===== src/rtl/ahb_dual_master_arbiter.sv =====
// Two-master AHB-lite arbiter: captures each master's single transfer in a
// holding stage, arbitrates, and replays it onto the shared bus, stalling the
// originating master until its own data phase completes.
module ahb_dual_master_arbiter #(
    parameter bit PRIORITY_MODE = 1'b0
) (
    input  logic        HCLK,
    input  logic        HRESETn,
    input  logic [31:0] HADDR0,
    input  logic [1:0]  HTRANS0,
    input  logic        HWRITE0,
    input  logic [2:0]  HSIZE0,
    input  logic [31:0] HWDATA0,
    output logic        HREADY0,
    output logic        HRESP0,
    output logic [31:0] HRDATA0,
    input  logic [31:0] HADDR1,
    input  logic [1:0]  HTRANS1,
    input  logic        HWRITE1,
    input  logic [2:0]  HSIZE1,
    input  logic [31:0] HWDATA1,
    output logic        HREADY1,
    output logic        HRESP1,
    output logic [31:0] HRDATA1,
    output logic [31:0] HADDR,
    output logic [1:0]  HTRANS,
    output logic        HWRITE,
    output logic [2:0]  HSIZE,
    output logic [31:0] HWDATA,
    input  logic        HREADY,
    input  logic        HRESP,
    input  logic [31:0] HRDATA,
    output logic [1:0]  DP_OWNER
);
    localparam int unsigned ADDR_W = 32;
    localparam int unsigned DATA_W = 32;
    localparam int unsigned SIZE_W = 3;
    localparam logic [1:0]  TRANS_IDLE   = 2'b00;
    localparam logic [1:0]  TRANS_NONSEQ = 2'b10;

    typedef struct packed {
        logic [ADDR_W-1:0] addr;
        logic              write;
        logic [SIZE_W-1:0] size;
    } addr_ctl_t;

    addr_ctl_t pend0, pend1, sel_pend;
    logic      pend0_v, pend1_v;
    logic      hold_v, hold_own;
    logic      dp_v, dp_own;
    logic      rr_last;
    logic      sel_v, sel_own;
    logic      offer0, offer1, accept;

    // HTRANS[0] only separates BUSY/SEQ from IDLE/NONSEQ, which are folded together
    logic unused_trans_lsb;
    assign unused_trans_lsb = HTRANS0[0] ^ HTRANS1[0];

    // Per-master stall: own transfer pending, or own data phase in wait state
    assign HREADY0 = !pend0_v && !(dp_v && !dp_own && !HREADY);
    assign HREADY1 = !pend1_v && !(dp_v &&  dp_own && !HREADY);
    assign offer0  = HTRANS0[1] && HREADY0;
    assign offer1  = HTRANS1[1] && HREADY1;
    assign accept  = sel_v && HREADY;

    // Arbitration: an extended address phase keeps its owner, otherwise pick a pend
    always_comb begin
        sel_v   = 1'b0;
        sel_own = 1'b0;
        if (hold_v) begin
            sel_v   = 1'b1;
            sel_own = hold_own;
        end else if (pend0_v && pend1_v) begin
            sel_v   = 1'b1;
            sel_own = PRIORITY_MODE ? !rr_last : 1'b0;
        end else if (pend0_v || pend1_v) begin
            sel_v   = 1'b1;
            sel_own = pend1_v;
        end
    end

    // Shared-bus address stage driven from the selected holding stage
    always_comb begin
        sel_pend = sel_own ? pend1 : pend0;
        HTRANS   = TRANS_IDLE;
        HADDR    = '0;
        HWRITE   = 1'b0;
        HSIZE    = '0;
        if (sel_v) begin
            HTRANS = TRANS_NONSEQ;
            HADDR  = sel_pend.addr;
            HWRITE = sel_pend.write;
            HSIZE  = sel_pend.size;
        end
    end

    // Data stage routing: write data from owner, response to owner, read data broadcast
    assign HWDATA   = dp_v ? (dp_own ? HWDATA1 : HWDATA0) : DATA_W'(0);
    assign HRESP0   = dp_v && !dp_own && HRESP;
    assign HRESP1   = dp_v &&  dp_own && HRESP;
    assign HRDATA0  = HRDATA;
    assign HRDATA1  = HRDATA;
    assign DP_OWNER = {dp_own, dp_v};

    // M0 holding stage: capture on offer, release when its address is accepted
    always_ff @(posedge HCLK or negedge HRESETn) begin
        if (!HRESETn) begin
            pend0_v <= 1'b0;
            pend0   <= '0;
        end else if (offer0) begin
            pend0_v <= 1'b1;
            pend0   <= {HADDR0, HWRITE0, HSIZE0};
        end else if (accept && !sel_own) begin
            pend0_v <= 1'b0;
        end
    end

    // M1 holding stage: capture on offer, release when its address is accepted
    always_ff @(posedge HCLK or negedge HRESETn) begin
        if (!HRESETn) begin
            pend1_v <= 1'b0;
            pend1   <= '0;
        end else if (offer1) begin
            pend1_v <= 1'b1;
            pend1   <= {HADDR1, HWRITE1, HSIZE1};
        end else if (accept && sel_own) begin
            pend1_v <= 1'b0;
        end
    end

    // Address/data phase tracking, address-extension hold and round-robin history
    always_ff @(posedge HCLK or negedge HRESETn) begin
        if (!HRESETn) begin
            hold_v   <= 1'b0;
            hold_own <= 1'b0;
            dp_v     <= 1'b0;
            dp_own   <= 1'b0;
            rr_last  <= 1'b1;
        end else if (sel_v) begin
            if (HREADY) begin
                dp_v    <= 1'b1;
                dp_own  <= sel_own;
                rr_last <= sel_own;
                hold_v  <= 1'b0;
            end else begin
                hold_v   <= 1'b1;
                hold_own <= sel_own;
            end
        end else if (HREADY) begin
            dp_v <= 1'b0;
        end
    end
endmodule


===== config.mk =====
export PLATFORM = sky130hd
export DESIGN_NAME = ahb_dual_master_arbiter
export DESIGN_NICKNAME = d
export VERILOG_FILES = /design/src/rtl/ahb_dual_master_arbiter.sv
export SDC_FILE = /design/constraint.sdc
export NUM_CORES = 1
export LEC_CHECK = 0
export CORE_MARGIN = 4
export CORE_UTILIZATION = 35
export DETAILED_ROUTE_END_ITERATION = 8
export PLACE_DENSITY = 0.8
export SLEW_MARGIN = 10
export SYNTH_ARGS = -nofsm -noshare
export SYNTH_HDL_FRONTEND = slang
export SYNTH_SLANG_ARGS = --single-unit

===== constraint.sdc =====
create_clock -name HCLK -period 4.7 [get_ports HCLK]
set_input_delay 0.47 -clock HCLK [delete_from_list [all_inputs] [get_ports HCLK]]
set_output_delay 0.47 -clock HCLK [all_outputs]
set_load 0.005 [all_outputs]

==> summary.txt, run 1 <==
STA
  • Final Hold Viols: 0
  • TNS Setup: 0 ns
  • Worst-Margin Slew: around 1.1 ns
  • Fmax: ~290 MHz
  • Slew Viols, Final: 0
  • Worst slew margin: about 30%
  • RSZ-0062 raised after global routing: no
  • Setup violations, final: 0
  • Minimum clock period: 3.50 ns
  • Worst clock skew: ~0.011 ns
  • Post-route clock period utilization: about three quarters
  • Hold WS: between 0.2 and 0.3 ns

Floorplan
  • Die W: 129 microns
  • Die Y-Extent: 129 microns
  • Site row count: 44
  • IO Pins: roughly 320
  • Core Area: between 10000 and 15000 sq um
  • DIE AREA: 16700 sq um
  • Initial Util: ~36%

Global routing
  • Vias in the first global route: 4306
  • Largest net degree at the start of global routing: a little under 80
  • M3 GR Usage: 6.51%
  • M1 GR Usage: between 20% and 30%
  • Grt ovf: 0
  • Met2 Usage GRT: a little under 30%
  • Global-route wire length before repair: 23.9 mm
  • Antenna violations before repair: 0
  • Gr busiest metal: met2
  • Tot GR Track Use: 18.7%

Setup path
  • WS Path Type: flip-flop to primary output
  • Critical path cell sequence: nor2b_4 > a221oi_1 > a21oi_1 > clkdlybuf4s50_1
  • CP max-delay cell: nor2b_4
  • Buf+Inv Stages, Crit Path: 1
  • CP max stage delay: 0.95 ns
  • Crit-path max FO: 44
  • Crit end category: primary output
  • R2r startpoint: dp_own
  • Arrival time worst endpoint: roughly 3.0 ns
  • Largest delay share family, worst path: simple AND/OR/NAND/NOR gates
  • Reg2reg setup slack: approximately 2.1 ns
  • CP startpoint kind: flip-flop
  • Req. time, crit path: ~4.2 ns
  • Cells on worst reg2reg path: 4
  • Reg2reg end: pend0[8]

Final layout
  • Core Util, Final: 49.4%
  • Area grow syn2layout: 38.8%
  • Layout Cells excl Fill: slightly below 800
  • Area of the multi-input gates: roughly 2500 sq um
  • Fillers: 1279
  • Nets@finish: 759
  • Diodes inserted: 0
  • Final Instance Area: roughly 7200 sq um
  • Register area: 1960 sq um
  • Layout cells sized above 1: 17.0%

Logic synthesis
  • Area leader, netlist: dfrtp_1
  • Syn nets: 634
  • Compound-cell area share of the yosys netlist: a little over a tenth
  • Synth Area in Adders: 0%
  • Count leader, synth: dfrtp_1
  • XOR/XNOR Fraction of Synth Area: 0%
  • Area contributors post-synth: dfrtp_1 38%, mux2i_1 13%, buf_4 9.9%
  • Area of the mapped netlist: about 5200 sq um
  • EDFF count, synth: 0
  • Mux contribution to synthesized area: 31.0%
  • Synth top cells by count: 78 x dfrtp_1, 68 x buf_4, 68 x mux2i_1
  • Fraction of the yosys area taken by sequential cells: between 30 and 40%
  • Cells after synthesis: around 460
  • Syn Area/Cell: around 11 sq um
  • Synth top area share: 37.8%
  • Synth warnings: 0
  • Dominant synthesized flop cell: dfrtp_1
  • Main combinational cell family by area after synthesis: multiplexers
  • Async S/R FF share, synth: 100%
  • Netlist cell types: 26
  • Yosys reg bits: between 70 and 80
  • Simple-gate portion of the synthesized area: under 10%

Detailed routing
  • Drt pass-1 iters: 6
  • Via density per instance: around 5.2
  • Routed len/inst: about 21 microns
  • Drt initial violations: 160
  • Final wirelength: roughly 16 mm
  • DRC: 0
  • Routed Antenna Nets: 0
  • DR vias: 4019

Clock tree
  • Clk sinks: roughly 80
  • Clk_lat worst skew: approximately 0.34 ns
  • Clk buf depth: 2
  • Setup Buffers After CTS: 0
  • Hold buffers post-CTS: 0
  • CTS tree: done
  • Root Buffer: clkbuf_16
  • Cts bufs inserted: 9
  • Clk slew on worst S/H paths: approximately 0.06 ns
  • CTS H-tree lvls: 3
  • Post_cts resized: 0

Placement
  • Port bufs: 216
  • Placed Area: approximately 6900 sq um
  • GP Congestion: 0.915
  • Placed insts: between 700 and 800
  • Post-DP HPWL: between 10 and 15 mm

Power
  • Peak supply drop: between 0.3 and 0.4 mV
  • PwrDens: roughly 650 nW/um^2
  • LEAKAGE: between 0.002 and 0.003 uW

Flow run
  • Max-Cap Viols: 0

Outcome
  • Status: finished clean

Hold path
  • Worst Hold Class: input pin to async pin
## cells in the final DEF (no fill, tap or decap), types with 2 or more instances in the layout
| cell type | count |
|---|---|
| dfrtp_1 | 74 |
| nor3b_4 | 2 |
| nand2_1 | 2 |
| buf_4 | 5 |
| mux2_4 | 29 |
| mux2_2 | 43 |
| clkinv_4 | 2 |
| nor2_1 | 9 |
| dfrtp_2 | 4 |
| a221oi_1 | 36 |
| a21o_1 | 2 |
| mux2i_1 | 68 |
| a21oi_1 | 39 |
| nor2b_1 | 32 |
| clkdlybuf4s50_1 | 215 |
| clkinv_2 | 3 |
| clkbuf_16 | 9 |
## stage by stage
| stage | setup WS (ns) | power (uW) |
|---|---|---|
| global placement | 1.59 | 3900 |
| CTS | 1.18 | 4720 |
| global route | 0.961 | 4970 |
| floorplan | 3.06 | 2860 |
| detailed placement | 1.58 | 3990 |
| finish | 1.20 | 4670 |
## worst reg2reg max path, cell delays in order (launching register included)
cell     delay [ns]
dfrtp_2        1.05
nor3b_2        0.17
nor3b_4        0.21
buf_4          0.61
mux2_2         0.44
## power by group
part	switching (uW)	internal (uW)	leakage (uW)
combinational	881	1590	0.00192
sequential	497	1020	0.000909
clock	276	410	0.000146
## layer usage
layer / up-vias / share of wire, %
met2: 164 / 47
li1: 1841 / -
met3: 40 / 8.6
met1: 1974 / 43
met4: 0 / 1.8
met5: - / 0
## cells by family (layout without fill, tap and decap cells)
family                 after synthesis  count (layout)
muxes                              140             140
DFF                                 78              78
other                                1               1
and+or+nand+nor                     52              52
AOI/OAI and AO/OA                   80              80
buffers and inverters              107             237
## worst max-delay path by stage
| stage | from | endpoint | slack, ns | cells after the start |
|---|---|---|---|---|
| floorplan | pend1_v | HADDR[0] | 3.06 | 5 |
| global placement | pend0_v | HWRITE | 1.59 | 4 |
| detailed placement | pend0_v | HWRITE | 1.58 | 4 |
| CTS | pend0_v | HWRITE | 1.18 | 4 |
| global route | pend0_v | HWRITE | 0.96 | 4 |
| finish | pend0_v | HWRITE | 1.20 | 4 |
## final cells by class
cell class | count | area share [%]
inverters | 1 | 0.0524
multi-input cells | 273 | 34.7
clock buffers | 10 | 3.20
flip-flops and latches | 78 | 27.3
repair buffers | 220 | 30.6
well taps | 184 | 3.22
clock inverters | 6 | 0.874
## registers in the layout (all words and copies together) (netlist names)
name	cells
pend1	36
dp_own	1
hold_v	1
pend0_v	1
hold_own	1
pend1_v	1
pend0	36
dp_v	1
(Power assumes the default switching activity.)
==> run 2, diff against run 1 <==
--- a/config.mk
+++ b/config.mk
@@ -6,9 +6,9 @@
 export NUM_CORES = 1
 export LEC_CHECK = 0
 export CORE_MARGIN = 4
-export CORE_UTILIZATION = 35
+export CORE_UTILIZATION = 34
 export DETAILED_ROUTE_END_ITERATION = 8
-export PLACE_DENSITY = 0.8
+export PLACE_DENSITY = 0.82
 export SLEW_MARGIN = 10
 export SYNTH_ARGS = -nofsm -noshare
 export SYNTH_HDL_FRONTEND = slang
==> constraint.sdc (replaced) <==
create_clock -name HCLK -period 2.85 [get_ports HCLK]
set_input_delay 0.285 -clock HCLK [delete_from_list [all_inputs] [get_ports HCLK]]
set_output_delay 0.285 -clock HCLK [all_outputs]
set_load 0.005 [all_outputs]
==> summary.txt, run 2 (synthesized netlist as in run 1, its figures left out) <==
Outcome
  • Status: finished clean

Final layout
  • Layout Cells excl Fill: around 780
  • Nets@finish: approximately 760
  • Area grow syn2layout: 41.4%
  • Most frequent cells in the layout: 215 x clkdlybuf4s50_1, 74 x dfrtp_1, 68 x mux2i_1, 43 x mux2_2, 39 x a21oi_1
  • Top flop regs: pend0: 36 flops, pend1: 36 flops
  • Diodes inserted: 0
  • Layout cells sized above 1: roughly 18%
  • Most common cell after layout, fill and taps aside: clkdlybuf4s50_1
  • Fillers: 1286

Setup path
  • Reg2reg end: pend0[28]
  • CP startpoint kind: flip-flop
  • R2r startpoint: dp_v
  • Critical path cell sequence: buf_4 > a221oi_1 > a21oi_1 > clkdlybuf4s50_1
  • Largest delay share family, worst path: buffers and inverters
  • Crit-path max FO: 25
  • CP max stage delay: between 0.6 and 0.7 ns
  • Cells on worst reg2reg path: 4
  • Buf+Inv Stages, Crit Path: 2
  • Req. time, crit path: approximately 2.6 ns
  • Crit end category: primary output
  • CP max-delay cell: dfrtp_2
  • Arrival time worst endpoint: 2.33 ns
  • WS Path Type: flip-flop to primary output
  • Reg2reg setup slack: 0.66 ns

Power
  • PwrDens: between 1000 and 1500 nW/um^2
  • LEAKAGE: between 0.003 and 0.004 uW
  • Peak supply drop: between 0.5 and 0.6 mV

Detailed routing
  • Via density per instance: roughly 5.2
  • Routed Antenna Nets: 0
  • Drt initial violations: approximately 150
  • DRC: 0
  • Final wirelength: 16.7 mm
  • Routed len/inst: approximately 22 microns
  • DR vias: ~4.0k
  • Drt pass-1 iters: 4

Placement
  • GP Congestion: between 1 and 1.5
  • Port bufs: around 220
  • Post-DP HPWL: approximately 12 mm
  • Placed insts: around 760

Global routing
  • Antenna violations before repair: 0
  • Tot GR Track Use: a little under a fifth
  • Grt ovf: 0
  • Vias in the first global route: around 4.3k
  • Largest net degree at the start of global routing: ~80
  • Global-route wire length before repair: around 25 mm

Floorplan
  • Die W: between 100 and 150 microns
  • Site row count: 44
  • Core Area: around 15000 sq um
  • DIE AREA: around 17000 sq um
  • Initial Util: a little over a third
  • IO Pins: ~320
  • Die Y-Extent: about 130 microns

STA
  • Minimum clock period: 2.62 ns
  • Post-route clock period utilization: between 90% and 100%
  • Worst slew margin: approximately a third
  • Final Hold Viols: 0
  • Setup violations, final: 0
  • Worst-Margin Slew: 0.998 ns
  • Worst clock skew: 0.00862 ns
  • Fmax: around 380 MHz
  • TNS Setup: 0 ns
  • Slew Viols, Final: 0
  • RSZ-0062 raised after global routing: no

Clock tree
  • Hold buffers post-CTS: 0
  • Root Buffer: clkbuf_16
  • Post_cts resized: 0
  • Cts bufs inserted: 9
  • Setup Buffers After CTS: 0
  • Clk buf depth: 2
  • Clk sinks: 78
  • CTS H-tree lvls: 3
  • Clk_lat worst skew: between 0.3 and 0.4 ns
  • CTS tree: done
  • Clk slew on worst S/H paths: around 0.060 ns

Hold path
  • Worst Hold Class: input pin to async pin

Flow run
  • Max-Cap Viols: 0
-- run 2: cell count changes in the layout (fill, tap and decap cells not counted), sizes merged --
cell,change
bufinv,+1
buf,+5
inv,+1
clkbuf,+1
clkinvlp,+1
clkinv,-4
-- run 2: area by class of cell --
class	count	area, sq um	share of cell area (%)
inverters	1	3.75	0.0515
flip-flops and latches	78	1960	26.8
well taps	184	230	3.16
multi-input cells	273	2490	34.1
clock buffers	11	243	3.33
clock inverters	5	81.3	1.12
repair buffers	225	2290	31.4
-- run 2: how the worst max path moves through the flow --
stage	from	end	slack, ns	cells past startpoint
3_5_place_dp	pend0_v	HADDR[5]	0.60	4
3_3_place_gp	pend0_v	HADDR[7]	0.63	4
6_report	pend0_v	HADDR[7]	0.23	4
5_1_grt	pend0_v	HADDR[8]	0.11	4
4_1_cts	pend0_v	HADDR[5]	0.21	4
2_1_floorplan	dp_v	pend1[0]	1.31	5
-- run 2: worst reg2reg max path, cell delays in order (launching register included) --
cell and delay (ns):
dfrtp_1 0.97, nor3b_2 0.43, nor3b_4 0.09, buf_12 0.20, mux2_4 0.40
-- run 2: routing by layer --
| layer | global-route usage, % | share of wire [%] | vias up |
|---|---|---|---|
| met1 | 22.6 | 41 | 1957 |
| li1 | - | - | 1843 |
| met2 | 30.4 | 48 | 169 |
| met3 | 6.84 | 8.1 | 49 |
| met5 | 0 | 0 | - |
| met4 | 7.99 | 3.3 | 0 |
-- run 2: metrics by stage --
step / utilization [%] / hold slack, ns / total power [uW] / setup WS, ns / instance area (sq um)
floorplan: - / -0.0106 / 4710 / 1.31 / 5160
global placement: 47.4 / 0.492 / 6530 / 0.630 / 6970
detailed placement: 47.4 / 0.516 / 6700 / 0.601 / 6970
CTS: 49.6 / 0.148 / 8010 / 0.212 / 7290
global route: 49.6 / 0.207 / 8410 / 0.111 / 7290
finish: 49.6 / 0.0934 / 7940 / 0.231 / 7290
-- run 2: power breakdown --
| part | internal [uW] | total, uW | switching [uW] |
|---|---|---|---|
| Sequential | 1680 | 2340 | 656 |
| Combinational | 2720 | 4360 | 1640 |
| Clock | 792 | 1250 | 456 |
| Total | 5190 | 7940 | 2750 |
==> run 3, diff against run 2 <==
--- a/config.mk
+++ b/config.mk
@@ -13,3 +13,4 @@
 export SYNTH_ARGS = -nofsm -noshare
 export SYNTH_HDL_FRONTEND = slang
 export SYNTH_SLANG_ARGS = --single-unit
+export TNS_END_PERCENT = 20
==> results of run 3 <==
Same layout as run 2: the final DEF is identical, and so are final timing and power.
